===== config.mk =====
export PLATFORM = sky130hd
export DESIGN_NAME = wd279x_read_sequencer_flat
export DESIGN_NICKNAME = d
export VERILOG_FILES = /design/src/rtl/wd279x_read_sequencer_if.sv /design/src/rtl/wd279x_read_sequencer.sv /design/src/flat_wrapper.sv
export SDC_FILE = /design/constraint.sdc
export NUM_CORES = 1
export LEC_CHECK = 0
export BUFFER_PORTS_ARGS = -buffer_cell sky130_fd_sc_hd__buf_4
export CORE_MARGIN = 2
export CORE_UTILIZATION = 45
export DETAILED_ROUTE_END_ITERATION = 7
export MAX_ROUTING_LAYER = met4
export PLACE_DENSITY = 0.73
export SYNTH_ARGS = -nofsm -noshare
export SYNTH_HDL_FRONTEND = slang
export SYNTH_SLANG_ARGS = --single-unit

===== constraint.sdc =====
create_clock -name clk -period 2.4 [get_ports clk]
set_input_delay 0.36 -clock clk [delete_from_list [all_inputs] [get_ports clk]]
set_output_delay 0.36 -clock clk [all_outputs]
set_load 0.1 [all_outputs]

===== src/rtl/wd279x_read_sequencer_if.sv =====
// Signal bundle shared by the WD279x read sequencer, the demodulator
// and the CPU-side register file / command decoder.
interface wd279x_read_sequencer_if;
   logic            cmd_start;
   logic            cmd_multi;
   logic            cmd_side_cmp;
   logic            cmd_side;
   logic            force_int;
   logic [7:0]      track_reg;
   logic [7:0]      sector_in;
   logic            INDEXn;
   logic [5:0][7:0] IDAM_data;
   logic            IDAM_valid;
   logic            DAM_valid;
   logic            DAM_deleted;
   logic            DAM_CRC_valid;
   logic [7:0]      fdd_data;
   logic            fdd_rx;
   logic            data_rd;
   logic [7:0]      data_out;
   logic [7:0]      sector_out;
   logic            busy;
   logic            drq;
   logic            rnf;
   logic            crc_err;
   logic            lost_data;
   logic            rec_type;
   logic            intrq;

   modport slave (
      input  cmd_start, cmd_multi, cmd_side_cmp, cmd_side, force_int,
      input  track_reg, sector_in, INDEXn, IDAM_data, IDAM_valid,
      input  DAM_valid, DAM_deleted, DAM_CRC_valid, fdd_data, fdd_rx, data_rd,
      output data_out, sector_out, busy, drq, rnf, crc_err, lost_data,
      output rec_type, intrq
   );

   modport master (
      output cmd_start, cmd_multi, cmd_side_cmp, cmd_side, force_int,
      output track_reg, sector_in, INDEXn, IDAM_data, IDAM_valid,
      output DAM_valid, DAM_deleted, DAM_CRC_valid, fdd_data, fdd_rx, data_rd,
      input  data_out, sector_out, busy, drq, rnf, crc_err, lost_data,
      input  rec_type, intrq
   );
endinterface


===== src/rtl/wd279x_read_sequencer.sv =====
// WD279x Read Sector sequencer: finds the requested ID, moves the data field
// to the CPU data register under DRQ handshake and reports completion status.
module wd279x_read_sequencer #(
   parameter int IDX_LIMIT  = 5,
   parameter int DAM_WINDOW = 43
) (
   input  logic                    clk,
   input  logic                    reset,
   wd279x_read_sequencer_if.slave  bus
);
   localparam logic [2:0] ST_IDLE     = 3'd0;
   localparam logic [2:0] ST_SEARCH   = 3'd1;
   localparam logic [2:0] ST_WAIT_DAM = 3'd2;
   localparam logic [2:0] ST_XFER     = 3'd3;
   localparam logic [2:0] ST_CRC      = 3'd4;
   localparam logic [2:0] ST_DONE     = 3'd5;

   localparam int IDX_W = $clog2(IDX_LIMIT + 1);
   localparam int WIN_W = $clog2(DAM_WINDOW + 1);
   localparam logic [IDX_W-1:0] IDX_MAX = IDX_W'(IDX_LIMIT);
   localparam logic [WIN_W-1:0] WIN_MAX = WIN_W'(DAM_WINDOW);

   logic [2:0]       state_q, state_d;
   logic             multi_q, multi_d;
   logic             side_cmp_q, side_cmp_d;
   logic             side_q, side_d;
   logic [7:0]       track_q, track_d;
   logic [7:0]       sector_q, sector_d;
   logic [IDX_W-1:0] idx_cnt_q, idx_cnt_d;
   logic [WIN_W-1:0] win_cnt_q, win_cnt_d;
   logic [10:0]      len_q, len_d;
   logic [10:0]      byte_cnt_q, byte_cnt_d;
   logic [1:0]       crc_cnt_q, crc_cnt_d;
   logic [7:0]       data_out_q, data_out_d;
   logic             busy_q, busy_d;
   logic             drq_q, drq_d;
   logic             rnf_q, rnf_d;
   logic             crc_err_q, crc_err_d;
   logic             lost_q, lost_d;
   logic             rec_type_q, rec_type_d;
   logic             intrq_q, intrq_d;
   logic             idx_prev_q, idam_prev_q, dam_prev_q;

   logic             idx_fall_s, idam_rise_s, dam_rise_s, dam_fall_s;
   logic             id_match_s, idx_hit_s, start_s, counting_s;
   logic [IDX_W-1:0] idx_inc_s;
   logic [WIN_W-1:0] win_inc_s;
   logic             unused_s;

   assign idx_fall_s  = idx_prev_q & ~bus.INDEXn;
   assign idam_rise_s = bus.IDAM_valid & ~idam_prev_q;
   assign dam_rise_s  = bus.DAM_valid & ~dam_prev_q;
   assign dam_fall_s  = dam_prev_q & ~bus.DAM_valid;
   assign idx_inc_s   = idx_cnt_q + IDX_W'(1);
   assign win_inc_s   = win_cnt_q + WIN_W'(1);
   assign counting_s  = (state_q == ST_SEARCH) || (state_q == ST_WAIT_DAM);
   assign idx_hit_s   = idx_fall_s && (idx_inc_s >= IDX_MAX);
   assign start_s     = bus.cmd_start && ((state_q == ST_IDLE) || (state_q == ST_DONE));
   assign id_match_s  = (bus.IDAM_data[0] == track_q) && (bus.IDAM_data[2] == sector_q) &&
                        (!side_cmp_q || (bus.IDAM_data[1][0] == side_q));
   // CRC and unused header bits are checked by the demodulator, not here
   assign unused_s    = ^{bus.IDAM_data[5], bus.IDAM_data[4], bus.IDAM_data[3][7:2],
                          bus.IDAM_data[1][7:1]};

   // Next-state and status update for the Read Sector command
   always_comb begin
      state_d    = state_q;
      multi_d    = multi_q;
      side_cmp_d = side_cmp_q;
      side_d     = side_q;
      track_d    = track_q;
      sector_d   = sector_q;
      win_cnt_d  = win_cnt_q;
      len_d      = len_q;
      byte_cnt_d = byte_cnt_q;
      crc_cnt_d  = crc_cnt_q;
      data_out_d = data_out_q;
      busy_d     = busy_q;
      rnf_d      = rnf_q;
      crc_err_d  = crc_err_q;
      lost_d     = lost_q;
      rec_type_d = rec_type_q;
      intrq_d    = intrq_q;
      idx_cnt_d  = (idx_fall_s && counting_s) ? idx_inc_s : idx_cnt_q;
      if (bus.data_rd) begin
         drq_d = 1'b0;
      end else begin
         drq_d = drq_q;
      end

      if (bus.force_int) begin
         intrq_d = 1'b1;
         if (state_q != ST_IDLE) begin
            state_d = ST_DONE;
            busy_d  = 1'b0;
            drq_d   = 1'b0;
         end else begin
            state_d = state_q;
         end
      end else if (start_s) begin
         multi_d    = bus.cmd_multi;
         side_cmp_d = bus.cmd_side_cmp;
         side_d     = bus.cmd_side;
         track_d    = bus.track_reg;
         sector_d   = bus.sector_in;
         rnf_d      = 1'b0;
         crc_err_d  = 1'b0;
         lost_d     = 1'b0;
         rec_type_d = 1'b0;
         drq_d      = 1'b0;
         intrq_d    = 1'b0;
         busy_d     = 1'b1;
         idx_cnt_d  = '0;
         state_d    = ST_SEARCH;
      end else begin
         case (state_q)
            ST_IDLE: begin
               intrq_d = 1'b0;
            end
            ST_SEARCH: begin
               if (idx_hit_s) begin
                  rnf_d   = 1'b1;
                  busy_d  = 1'b0;
                  intrq_d = 1'b1;
                  state_d = ST_DONE;
               end else if (idam_rise_s && id_match_s) begin
                  len_d     = 11'd128 << bus.IDAM_data[3][1:0];
                  win_cnt_d = '0;
                  state_d   = ST_WAIT_DAM;
               end else begin
                  state_d = state_q;
               end
            end
            ST_WAIT_DAM: begin
               if (idx_hit_s) begin
                  rnf_d   = 1'b1;
                  busy_d  = 1'b0;
                  intrq_d = 1'b1;
                  state_d = ST_DONE;
               end else if (dam_rise_s) begin
                  rec_type_d = bus.DAM_deleted;
                  byte_cnt_d = len_q;
                  state_d    = ST_XFER;
               end else if (bus.fdd_rx) begin
                  win_cnt_d = win_inc_s;
                  state_d   = (win_inc_s >= WIN_MAX) ? ST_SEARCH : state_q;
               end else begin
                  state_d = state_q;
               end
            end
            ST_XFER: begin
               // a dropped DAM before the last byte means the demodulator lost sync
               if (dam_fall_s) begin
                  state_d = ST_SEARCH;
               end else if (bus.fdd_rx && bus.DAM_valid) begin
                  data_out_d = bus.fdd_data;
                  drq_d      = 1'b1;
                  lost_d     = lost_q | (drq_q & ~bus.data_rd);
                  byte_cnt_d = byte_cnt_q - 11'd1;
                  if (byte_cnt_q == 11'd1) begin
                     crc_cnt_d = 2'd2;
                     state_d   = ST_CRC;
                  end else begin
                     state_d = state_q;
                  end
               end else begin
                  state_d = state_q;
               end
            end
            ST_CRC: begin
               if (crc_cnt_q == 2'd0) begin
                  if (!bus.DAM_CRC_valid) begin
                     crc_err_d = 1'b1;
                     busy_d    = 1'b0;
                     intrq_d   = 1'b1;
                     state_d   = ST_DONE;
                  end else if (multi_q) begin
                     sector_d  = sector_q + 8'd1;
                     idx_cnt_d = '0;
                     state_d   = ST_SEARCH;
                  end else begin
                     busy_d  = 1'b0;
                     intrq_d = 1'b1;
                     state_d = ST_DONE;
                  end
               end else if (bus.fdd_rx) begin
                  crc_cnt_d = crc_cnt_q - 2'd1;
               end else begin
                  crc_cnt_d = crc_cnt_q;
               end
            end
            ST_DONE: begin
               busy_d  = 1'b0;
               intrq_d = 1'b1;
            end
            default: begin
               state_d = ST_IDLE;
            end
         endcase
      end
   end

   // State, counters, status registers and input edge detectors
   always_ff @(posedge clk or posedge reset) begin
      if (reset) begin
         state_q     <= ST_IDLE;
         multi_q     <= 1'b0;
         side_cmp_q  <= 1'b0;
         side_q      <= 1'b0;
         track_q     <= 8'd0;
         sector_q    <= 8'd0;
         idx_cnt_q   <= '0;
         win_cnt_q   <= '0;
         len_q       <= 11'd0;
         byte_cnt_q  <= 11'd0;
         crc_cnt_q   <= 2'd0;
         data_out_q  <= 8'd0;
         busy_q      <= 1'b0;
         drq_q       <= 1'b0;
         rnf_q       <= 1'b0;
         crc_err_q   <= 1'b0;
         lost_q      <= 1'b0;
         rec_type_q  <= 1'b0;
         intrq_q     <= 1'b0;
         idx_prev_q  <= 1'b1;
         idam_prev_q <= 1'b0;
         dam_prev_q  <= 1'b0;
      end else begin
         state_q     <= state_d;
         multi_q     <= multi_d;
         side_cmp_q  <= side_cmp_d;
         side_q      <= side_d;
         track_q     <= track_d;
         sector_q    <= sector_d;
         idx_cnt_q   <= idx_cnt_d;
         win_cnt_q   <= win_cnt_d;
         len_q       <= len_d;
         byte_cnt_q  <= byte_cnt_d;
         crc_cnt_q   <= crc_cnt_d;
         data_out_q  <= data_out_d;
         busy_q      <= busy_d;
         drq_q       <= drq_d;
         rnf_q       <= rnf_d;
         crc_err_q   <= crc_err_d;
         lost_q      <= lost_d;
         rec_type_q  <= rec_type_d;
         intrq_q     <= intrq_d;
         idx_prev_q  <= bus.INDEXn;
         idam_prev_q <= bus.IDAM_valid;
         dam_prev_q  <= bus.DAM_valid;
      end
   end

   assign bus.data_out   = data_out_q;
   assign bus.sector_out = sector_q;
   assign bus.busy       = busy_q;
   assign bus.drq        = drq_q;
   assign bus.rnf        = rnf_q;
   assign bus.crc_err    = crc_err_q;
   assign bus.lost_data  = lost_q;
   assign bus.rec_type   = rec_type_q;
   assign bus.intrq      = intrq_q;
endmodule


===== src/flat_wrapper.sv =====
// flat-port wrapper written by rule: the top's interface ports become plain ports
module wd279x_read_sequencer_flat 
#(
   parameter int IDX_LIMIT  = 5,
   parameter int DAM_WINDOW = 43
)
  (clk, reset, bus_cmd_start, bus_cmd_multi, bus_cmd_side_cmp, bus_cmd_side, bus_force_int, bus_track_reg, bus_sector_in, bus_INDEXn, bus_IDAM_data, bus_IDAM_valid, bus_DAM_valid, bus_DAM_deleted, bus_DAM_CRC_valid, bus_fdd_data, bus_fdd_rx, bus_data_rd, bus_data_out, bus_sector_out, bus_busy, bus_drq, bus_rnf, bus_crc_err, bus_lost_data, bus_rec_type, bus_intrq);
  wd279x_read_sequencer_if bus_i ();
  input  logic clk;
  input  logic reset;
  input wire logic [$bits(bus_i.cmd_start)-1:0] bus_cmd_start;
  input wire logic [$bits(bus_i.cmd_multi)-1:0] bus_cmd_multi;
  input wire logic [$bits(bus_i.cmd_side_cmp)-1:0] bus_cmd_side_cmp;
  input wire logic [$bits(bus_i.cmd_side)-1:0] bus_cmd_side;
  input wire logic [$bits(bus_i.force_int)-1:0] bus_force_int;
  input wire logic [$bits(bus_i.track_reg)-1:0] bus_track_reg;
  input wire logic [$bits(bus_i.sector_in)-1:0] bus_sector_in;
  input wire logic [$bits(bus_i.INDEXn)-1:0] bus_INDEXn;
  input wire logic [$bits(bus_i.IDAM_data)-1:0] bus_IDAM_data;
  input wire logic [$bits(bus_i.IDAM_valid)-1:0] bus_IDAM_valid;
  input wire logic [$bits(bus_i.DAM_valid)-1:0] bus_DAM_valid;
  input wire logic [$bits(bus_i.DAM_deleted)-1:0] bus_DAM_deleted;
  input wire logic [$bits(bus_i.DAM_CRC_valid)-1:0] bus_DAM_CRC_valid;
  input wire logic [$bits(bus_i.fdd_data)-1:0] bus_fdd_data;
  input wire logic [$bits(bus_i.fdd_rx)-1:0] bus_fdd_rx;
  input wire logic [$bits(bus_i.data_rd)-1:0] bus_data_rd;
  output wire logic [$bits(bus_i.data_out)-1:0] bus_data_out;
  output wire logic [$bits(bus_i.sector_out)-1:0] bus_sector_out;
  output wire logic [$bits(bus_i.busy)-1:0] bus_busy;
  output wire logic [$bits(bus_i.drq)-1:0] bus_drq;
  output wire logic [$bits(bus_i.rnf)-1:0] bus_rnf;
  output wire logic [$bits(bus_i.crc_err)-1:0] bus_crc_err;
  output wire logic [$bits(bus_i.lost_data)-1:0] bus_lost_data;
  output wire logic [$bits(bus_i.rec_type)-1:0] bus_rec_type;
  output wire logic [$bits(bus_i.intrq)-1:0] bus_intrq;
  assign bus_i.cmd_start = bus_cmd_start;
  assign bus_i.cmd_multi = bus_cmd_multi;
  assign bus_i.cmd_side_cmp = bus_cmd_side_cmp;
  assign bus_i.cmd_side = bus_cmd_side;
  assign bus_i.force_int = bus_force_int;
  assign bus_i.track_reg = bus_track_reg;
  assign bus_i.sector_in = bus_sector_in;
  assign bus_i.INDEXn = bus_INDEXn;
  assign bus_i.IDAM_data = bus_IDAM_data;
  assign bus_i.IDAM_valid = bus_IDAM_valid;
  assign bus_i.DAM_valid = bus_DAM_valid;
  assign bus_i.DAM_deleted = bus_DAM_deleted;
  assign bus_i.DAM_CRC_valid = bus_DAM_CRC_valid;
  assign bus_i.fdd_data = bus_fdd_data;
  assign bus_i.fdd_rx = bus_fdd_rx;
  assign bus_i.data_rd = bus_data_rd;
  assign bus_data_out = bus_i.data_out;
  assign bus_sector_out = bus_i.sector_out;
  assign bus_busy = bus_i.busy;
  assign bus_drq = bus_i.drq;
  assign bus_rnf = bus_i.rnf;
  assign bus_crc_err = bus_i.crc_err;
  assign bus_lost_data = bus_i.lost_data;
  assign bus_rec_type = bus_i.rec_type;
  assign bus_intrq = bus_i.intrq;
  wd279x_read_sequencer #(.IDX_LIMIT(IDX_LIMIT), .DAM_WINDOW(DAM_WINDOW)) u_core (.clk(clk), .reset(reset), .bus(bus_i));
endmodule

==> flow_summary_export.csv <==
group,metric,value,unit
timing,fmax,0.431,GHz
pwr,powerDensity,1190,mW/mm²
synthesis,postSynthAreaPerCell,9.33,µm²
clocking,clockRootBuffer,"clkbuf_8",
route,drt_iter0_markers,172,
global_route,grt_pass1_wl,16000,µm
placed_design,place.gp.congestion,0.887,
cells_and_area,final_nets,608,
status,status,"complete, no violations",
worst_setup_path,crit_chain,"inv_1, ha_1, nor3b_4, nor3_4, nor4_2, o31a_1, a221oi_4, mux2_2",
clocking,numCtsBuffers,9,
synthesis,synthArstFlopShare,1.00,
pwr,power,0.00584,W
clocking,cts_sinks,66,
synthesis,synth_fp_nets,509,
timing,worst_pin_slew,0.495,ns
route,drt_wl_total,9310,µm
synthesis,yosys_warnings,0,
timing,skew,0.0116,ns
clocking,postCtsHoldBufs,0,
placed_design,placed_cell_area,0.00472,mm²
synthesis,yosys.area_share.simple,0.234,
worst_setup_path,max_stage_delay,0.39,ns
route,route.detailed.drc,0,
clocking,clkLatencyLatePin,0.35,ns
synthesis,synth-seq-cells,66,
run,drv_cap,0,
synthesis,synth.distinct_cells,65,
synthesis,synthAdderAreaFrac,0.0258,
floorplanning,rows,33,
timing,finalHoldViolCount,0,
floorplanning,initial_core_util,0.467,
hold_path,holdCritPathClass,"in -> async",
synthesis,synth_edf_count,0,
synthesis,postSynthCellCount,415,
cells_and_area,fin_util,0.593,
timing,timing.final.crit_share,0.968,
timing,holdWs,0.0764,ns
clocking,htree_levels,3,
timing,period_needed,2.32,ns
clocking,cts.reportedPaths.clkPinSlew,0.07,ns
worst_setup_path,setup.worst_path.class,"reg -> reg",
cells_and_area,fin_area,0.00492,mm²
placed_design,portBuffers,79,
floorplanning,core_area,0.00830,mm²
route,vias,3418,
worst_setup_path,startpoint_type,"flip-flop",
floorplanning,dieArea,0.00937,mm²
pwr,irDropWorstVdd,1.19,mV
route,first_pass_iters,4,
cells_and_area,drive_above_1_share,0.320,
timing,grt_setup_unrepaired,"true",
global_route,grt_max_degree,67,
worst_setup_path,critical-path-slowest-cell,"nor3_4",
timing,maxSlewViolCount,0,
worst_setup_path,end_kind,"flip-flop",
clocking,cts_tree,"done",
floorplanning,die_h,96.8,µm
synthesis,synthXorXnorAreaFrac,0.0543,
global_route,antenna_found_initial,0,
route,viasPerCell,5.48,
synthesis,synth_ff_type,"dfrtp_1",
worst_setup_path,ff2ff_setup_slack,0.08,ns
cells_and_area,areaGrowthSynthToFinish,27.1,%
synthesis,muxShareOfSynthArea,0.0627,
global_route,grt_util_all_layers,0.211,
pwr,power_leakage,2.23,nW
synthesis,ys_seq_area_frac,0.427,
worst_setup_path,cp.arrival,2.54,ns
timing,slew_headroom,0.667,
timing,setup_tns,0,ns
floorplanning,dieWidth,96.8,µm
route,ant_nets,0,
cells_and_area,diodes,0,
synthesis,synth_top_family_by_area,"simple AND/OR/NAND/NOR gates",
synthesis,synth_compound_area_frac,0.157,
floorplanning,ios,109,
global_route,grt.overflow.total,0,
route,wl_per_cell,14.9,µm
global_route,first_global_vias,3453,
placed_design,dp_hpwl,6850,µm
clocking,cts_max_path_buffers,2,
worst_setup_path,path_max_fanout,9,
timing,setup_viol,0,
worst_setup_path,required,2.62,ns
synthesis,netlist_area,0.00387,mm²
[critical path: cells and delay by family, from the launching register on]
kind / cells / cell delay [ns]
AOI/OAI and AO/OA: 2 / 0.46
adders and majority gates: 1 / 0.34
buffers and inverters: 1 / 0.07
DFF: 1 / 0.38
muxes: 1 / 0.39
and+or+nand+nor: 3 / 0.57
[metal layers]
| layer | vias to the layer above | GRT usage | part of all wire |
|---|---|---|---|
| li1 | 1676 | - | - |
| met1 | 1649 | 0.278 | 0.46 |
| met2 | 77 | 0.338 | 0.49 |
| met3 | 16 | 0.0246 | 0.033 |
| met4 | 0 | 0.0758 | 0.020 |
| met5 | - | - | 0 |
[placed cells by master (no fill, tap or decap), drive strengths merged, types with 9 or more instances in the layout]
| master | n |
|---|---|
| nand3 | 12 |
| o21ai | 24 |
| mux2 | 18 |
| a21oi | 32 |
| nor2 | 29 |
| dfrtp | 65 |
| nor3 | 16 |
| buf | 104 |
| nor2b | 9 |
| inv | 20 |
| nor4 | 9 |
| nand2 | 53 |
| xor2 | 17 |
| clkbuf | 9 |
| nand2b | 11 |
[where the power goes]
group          leakage (nW)  switching, W  internal (W)
Combinational          1.32       0.00209       0.00109
Clock                0.0810      0.000457      0.000370
Sequential            0.822      0.000352       0.00149
[Yosys cell counts, types with 3 or more instances]
library cell | instances | share of area
o22ai_1 | 6 | 0.0097
nor3_1 | 13 | 0.017
inv_1 | 19 | 0.018
a22oi_1 | 3 | 0.0058
nand2b_1 | 10 | 0.016
mux2_1 | 6 | 0.017
nor2b_1 | 8 | 0.013
o21ai_0 | 20 | 0.026
mux2i_1 | 4 | 0.010
mux2_2 | 12 | 0.035
buf_4 | 4 | 0.0078
nand3_1 | 12 | 0.016
a31oi_1 | 5 | 0.0081
xnor2_1 | 7 | 0.016
nor2_1 | 27 | 0.026
buf_2 | 4 | 0.0052
ha_1 | 8 | 0.026
a21oi_1 | 30 | 0.039
clkbuf_1 | 8 | 0.0078
dfrtp_1 | 65 | 0.42
nand4_1 | 5 | 0.0081
o21ai_1 | 4 | 0.0052
or3_1 | 6 | 0.0097
xor2_1 | 17 | 0.038
nand2_1 | 53 | 0.051
o31a_1 | 3 | 0.0068
nor4_1 | 8 | 0.013
[logic make-up after synthesis]
group | Yosys count
compound gates | 94
xor+xnor | 24
fa+ha+maj | 8
buf+inv | 36
flops | 66
mux | 22
simple gates | 165
[state kept, by name, indices dropped and copies added (netlist names)]
signal and cells:
u_core.multi_q 1, u_core.byte_cnt_q 11, u_core.len_q 4, u_core.side_q 1
u_core.bus.lost_data 1, u_core.bus.rec_type 1, u_core.bus.busy 1, u_core.bus.crc_err 1
u_core.bus.data_out 8, u_core.bus.rnf 1, u_core.side_cmp_q 1, u_core.win_cnt_q 6
u_core.state_q 3, u_core.crc_cnt_q 2, u_core.dam_prev_q 1, u_core.idx_cnt_q 3
u_core.bus.drq 1, u_core.track_q 8, u_core.bus.intrq 1, u_core.idam_prev_q 1
u_core.bus.sector_out 8, u_core.idx_prev_q 1
[worst paths after layout]
check | cells past startpoint | end | from
max reg2reg | 8 | u_core.state_q[0]$_DFFE_PP0P_ | u_core.idx_cnt_q[0]$_DFF_PP0_
max in group asynchronous | 3 | u_core.bus.sector_out[1]$_DFFE_PP0P_ | reset
min in group clk | 1 | u_core.idam_prev_q$_DFF_PP0_ | bus_IDAM_valid
min reg2reg | 2 | u_core.bus.data_out[7]$_DFFE_PP0P_ | u_core.bus.data_out[7]$_DFFE_PP0P_
max | 8 | u_core.state_q[0]$_DFFE_PP0P_ | u_core.idx_cnt_q[0]$_DFF_PP0_
min | 3 | u_core.bus.data_out[2]$_DFFE_PP0P_ | reset
[layout make-up]
type	instances	area, µm²
tap	105	131
fill	741	3380
timing repair buffer	104	793
inverter	20	75.1
clock inverter	7	46.3
clock buffer	9	124
multi-input combinational	313	2090
sequential	66	1660
[metrics by stage]
stage	worst slack [ns]	std cells
final	0.0778	624
after floorplan	0.0959	415
after global placement	0.136	607
after detailed placement	0.0511	607
after global routing	-0.0190	624
after CTS	0.0320	623
[repair_timing]
item / CTS / global route
setup buffers: 0 / 1
gates resized for setup: 0 / 4
setup endpoints to repair: 0 / 6
Power figures use the tool's default switching activity.
